[src/rtl/counter_ctrl.sv]
// -----------------------------------------------------------------------------
// counter_ctrl
//   Control unit that sits directly upstream of the up/down counter datapath.
//   It accepts step commands over a valid/ready handshake and drives the
//   datapath's op / c_ld / c_clr strobes. It reads back the datapath zero (z)
//   and MSB (m) flags, and reports completion with a one-cycle done pulse.
//
//   Optional feature macro: COUNTER_CTRL_SAT_EN
//     defined   : a decrement run that reaches zero with steps still pending
//                 finishes early with sat=1. The counter never goes below 0.
//     undefined : decrements wrap (0 -> 0xFFFF) and sat is tied to 0.
//
// Parameters
//   N_W        width of cmd_n (steps per command)
//
// Ports
//   clk        in   1    system clock, rising edge
//   reset      in   1    asynchronous reset, active-low
//   cmd_valid  in   1    command present
//   cmd_ready  out  1    controller can accept (only in IDLE)
//   cmd_op     in   2    00=inc, 01=dec, 10=clear, 11=no-op
//   cmd_n      in   N_W  number of inc/dec steps
//   z          in   1    datapath counter == 0
//   m          in   1    datapath counter MSB
//   op         out  1    datapath direction: 0=inc, 1=dec
//   c_ld       out  1    datapath load strobe, one cycle per step
//   c_clr      out  1    datapath clear strobe
//   busy       out  1    command in progress
//   done       out  1    one-cycle completion pulse
//   sat        out  1    with done: decrement run stopped at zero
//   res_z      out  1    z captured during the done cycle, held until next done
//   res_m      out  1    m captured during the done cycle, held until next done
// -----------------------------------------------------------------------------
module counter_ctrl #(
    parameter int unsigned N_W = 8
) (
    input  logic           clk,
    input  logic           reset,
    input  logic           cmd_valid,
    output logic           cmd_ready,
    input  logic [1:0]     cmd_op,
    input  logic [N_W-1:0] cmd_n,
    input  logic           z,
    input  logic           m,
    output logic           op,
    output logic           c_ld,
    output logic           c_clr,
    output logic           busy,
    output logic           done,
    output logic           sat,
    output logic           res_z,
    output logic           res_m
);

    typedef enum logic [2:0] {
        S_IDLE,
        S_CLEAR,
        S_CHECK,
        S_STEP,
        S_DONE
    } state_t;

    state_t         state;
    state_t         state_nx;
    // Only the direction bit of the accepted command is kept. CHECK/STEP are
    // reached solely for inc/dec, so bit 0 alone distinguishes them.
    logic           op_r;
    logic [N_W-1:0] rem;
    logic           sat_hit;

`ifdef COUNTER_CTRL_SAT_EN
    logic           sat_r;

    // Evaluated in CHECK: z already reflects the previous STEP's update.
    assign sat_hit = op_r && z && (rem != '0);
`else
    assign sat_hit = 1'b0;
`endif

    // State and datapath registers
    always_ff @(posedge clk or negedge reset) begin
        if (!reset) begin
            state <= S_IDLE;
            op_r  <= 1'b0;
            rem   <= '0;
            res_z <= 1'b0;
            res_m <= 1'b0;
`ifdef COUNTER_CTRL_SAT_EN
            sat_r <= 1'b0;
`endif
        end else begin
            state <= state_nx;
            case (state)
                S_IDLE: begin
                    if (cmd_valid) begin
                        op_r  <= cmd_op[0];
                        rem   <= cmd_n;
`ifdef COUNTER_CTRL_SAT_EN
                        sat_r <= 1'b0;
`endif
                    end
                end
                S_STEP: begin
                    rem <= rem - N_W'(1);
                end
`ifdef COUNTER_CTRL_SAT_EN
                S_CHECK: begin
                    sat_r <= sat_hit;
                end
`endif
                S_DONE: begin
                    res_z <= z;
                    res_m <= m;
                end
                default: ;
            endcase
        end
    end

    // Next-state logic
    always_comb begin
        state_nx = state;
        case (state)
            S_IDLE: begin
                if (cmd_valid) begin
                    case (cmd_op)
                        2'b10:   state_nx = S_CLEAR;
                        2'b11:   state_nx = S_DONE;
                        default: state_nx = S_CHECK;
                    endcase
                end
            end
            S_CLEAR: state_nx = S_DONE;
            S_CHECK: begin
                if ((rem == '0) || sat_hit)
                    state_nx = S_DONE;
                else
                    state_nx = S_STEP;
            end
            S_STEP:  state_nx = S_CHECK;
            S_DONE:  state_nx = S_IDLE;
            default: state_nx = S_IDLE;
        endcase
    end

    // Outputs decoded from registered state only
    always_comb begin
        cmd_ready = (state == S_IDLE);
        busy      = (state != S_IDLE);
        c_clr     = (state == S_CLEAR);
        c_ld      = (state == S_STEP);
        done      = (state == S_DONE);
        op        = (state != S_IDLE) && op_r;
    end

`ifdef COUNTER_CTRL_SAT_EN
    assign sat = (state == S_DONE) && sat_r;
`else
    assign sat = 1'b0;
`endif

endmodule
[config.mk]
export PLATFORM = sky130hd
export DESIGN_NAME = counter_ctrl
export DESIGN_NICKNAME = d
export VERILOG_FILES = /design/src/rtl/counter_ctrl.sv
export SDC_FILE = /design/constraint.sdc
export NUM_CORES = 1
export LEC_CHECK = 0
export CORE_MARGIN = 5
export CORE_UTILIZATION = 35
export CTS_CLUSTER_DIAMETER = 150
export CTS_CLUSTER_SIZE = 20
export DETAILED_ROUTE_END_ITERATION = 12
export SETUP_SLACK_MARGIN = 0.05
export SYNTH_ARGS = -nofsm -noshare
export SYNTH_HDL_FRONTEND = slang
export SYNTH_SLANG_ARGS = --single-unit
[constraint.sdc]
create_clock -name clk -period 5 [get_ports clk]
set_clock_uncertainty 0.1 [all_clocks]
set_input_delay 1 -clock clk [delete_from_list [all_inputs] [get_ports clk]]
set_output_delay 1 -clock clk [all_outputs]
set_load 0.01 [all_outputs]
==> summary.txt <==
status -> complete, no violations
Starting Density -> 37.31%
Setup crit start kind -> register
Critical Path RT -> 3.90 ns
setup bufs post-CTS -> 0
initial antenna violation count -> 0
area post-placement -> 0.001065 mm2
CTS Buf Count -> 3
Cell variety after synth -> 33
area leader, netlist -> dfrtp_1
slowest stage cell on the critical path -> clkdlybuf4s50_1
1st-pass router iterations -> 4
Placeable Area -> 0.002233 mm2
Die Wd -> 58.80 um
Area growth, synth to finish -> 32.13%
Storage cell area -> 350.3 um2
flops & latches, synth -> 14
total number of H-tree levels -> 1
Peak supply drop -> 0.2347 mV
critical-path maximum fanout -> 10
wire length per cell -> 14.12 um
Non-Filler Cell Area, Final -> 0.001101 mm2
die area -> 0.003457 mm2
post-DP HPWL -> 1433 um
final RePlAce weighted congestion -> 0.7561
Rel. slew slack -> 57.96%
Setup crit start -> state[2]$_DFFE_PN0P_
largest net degree at the start of global routing -> 15
Critical Path AT -> 1.92 ns
startpoint of the worst hold path -> op_r$_DFFE_PN0P_
TritonCTS clock tree -> yes
clock root buffer master -> clkbuf_4
Fmax -> 0.3313 GHz
Critical Setup Path Class -> reg -> out
Clock transition at path regs -> 0.09 ns
grt ovf -> 0
Filler Cell Count -> 219
Cells after Synth -> 83
Post-CTS Hold Fix Bufs -> 0
Min Clock Period, post-route -> 3.018 ns
Nets -> 122
drc violations -> 0
Rows -> 17
# setup viols final -> 0
clk sinks -> 14
RSZ-0062 raised after global routing -> no
final hold violations -> 0
overall routed net length -> 1864 um
Synth top area share -> 42.04%
I/O Buffers -> 22
Max Cap Viol -> 0
Slew Limit Fails -> 0
DRT antenna net count -> 0
Multi-input gate area -> 436.7 um2
First DRT Iteration DRCs -> 8
Slew @ Worst Pin -> 0.6279 ns
cts repair resizes -> 0
share of layout cells above drive strength 1 -> 10.58%
Post-Syn Area -> 833.3 um2
Clock Path Buffers -> 2
Hold Path Class -> reg -> reg
worst path cell trace -> nand3b_1, inv_1, clkdlybuf4s50_1
Synth area leaders -> dfrtp_1 (42%), mux2i_1 (8.4%), nand2_1 (3.6%), ha_1 (3.0%), nor4b_4 (2.9%)
Avg Cell Area, Syn -> 10.04 um2
Worst Path Buf+Inv -> 2
Lkg Pwr -> 0.0004522 uW
register area share after synthesis -> 42.04%
height of the die -> 58.80 um
Crit path max-delay family -> buffers and inverters
number of global-route vias before repair -> 702
reg-to-reg startpoint -> rem[5]$_DFFE_PN0P_
vias -> 702
power per cell area -> 562.9 mW/mm2
Diodes inserted -> 0
CP endpoint kind -> primary output
I/O pins -> 24
Vias/cell -> 5.318
first-pass GRT wire length -> 3153 um
TNS Setup -> 0 ns
max incr delay on CP -> 0.56 ns
total track usage -> 12.02%
period utilisation layout -> 60.37%
syn_nets -> 100
clk_lat worst skew -> 0.28 ns
Syn. warnings -> 0
## Yosys cell counts, drive strengths merged
cell type and n:
a32o 1, o21bai 2, and2 1, or3 2
or3b 1, mux2 2, or2 1, buf 2
o311ai 2, nor2 4, nor2b 1, nand4 2
nand3b 1, nand2 8, conb 1, ha 2
o211ai 3, clkbuf 3, dfrtp 14, or4b 2
mux2i 7, or4 1, nand4b 2, nor4 1
o221a 1, nand3 4, a221oi 1, a31o 1
nor3b 1, inv 6, nor3 2, nor4b 1
## layout make-up
type                    instances  area share (%)
well taps                      28           3.182
inverters                       6           2.045
multi-input cells              58           39.66
clock buffers                   4           3.295
repair buffers                 22           20.00
flip-flops and latches         14           31.82
## worst min-delay path, stage by stage, from the launching register on
cell and delay (ns):
dfrtp_1 0.35, nand2_1 0.05, nand2_1 0.05
## flip-flops by register name (all words and copies together) (netlist names)
signal	flops
rem	8
res_z	1
res_m	1
op_r	1
state	3
## metal layers
layer	vias to the layer above	global-route usage (%)	routed length (um)
li1	346	-	-
met1	331	15.98	863
met2	20	17.98	845
met3	5	3.070	116
met4	0	5.825	38
met5	-	0	0
## power by group
group          internal, uW  switching [uW]
Clock                  44.3            37.3
Sequential              169            66.6
Combinational           167             135
Total                   381             239
## path summary, 6_finish.rpt
path                                        end  slack (ns)  cells after the start
setup / recovery                           c_ld        1.98                      3
hold / removal                 op_r$_DFFE_PN0P_        0.38                      2
setup reg to reg           state[0]$_DFFE_PN0P_        3.12                      3
hold reg to reg                op_r$_DFFE_PN0P_        0.38                      2
max in group asynchronous    rem[2]$_DFFE_PN0P_        3.40                      1
min in group asynchronous      op_r$_DFFE_PN0P_        1.00                      1
## per-stage QoR
step	instances	utilization (%)	setup WS, ns	hold WS [ns]	power [uW]
6_report	132	49.30	1.982	0.3766	619.8
5_1_grt	132	49.30	1.864	0.4361	679.6
4_1_cts	132	49.30	1.995	0.3838	627.4
3_5_place_dp	128	47.68	2.211	0.3632	544.0
3_3_place_gp	128	47.68	2.259	0.3586	538.5
2_1_floorplan	83	-	2.732	0.3374	423.8
## layout by cell type (no fill, tap or decap), drive strengths merged, types with 2 or more instances in the layout
master         netlist  layout
o21bai               2       2
nor2                 4       4
ha                   2       2
nor3                 2       2
mux2                 2       2
nand3                4       4
clkdlybuf4s50        0      22
or4b                 2       2
mux2i                7       7
clkbuf               3       4
nand2                8       8
nand4                2       2
o311ai               2       2
o211ai               3       3
nand4b               2       2
dfrtp               14      14
inv                  6       6
or3                  2       2
## logic make-up (layout without fill, tap and decap cells)
family          Yosys count  count (layout)  share of synthesized area, %
simple gates             35              35                         26.58
flops                    14              14                         42.04
compound gates           11              11                         11.26
buf+inv                  11              32                         5.555
mux                       9               9                         11.11
fa+ha+maj                 2               2                         3.003
other cells               1               1                        0.4500
No activity file was read; power rests on OpenSTA's default activity.
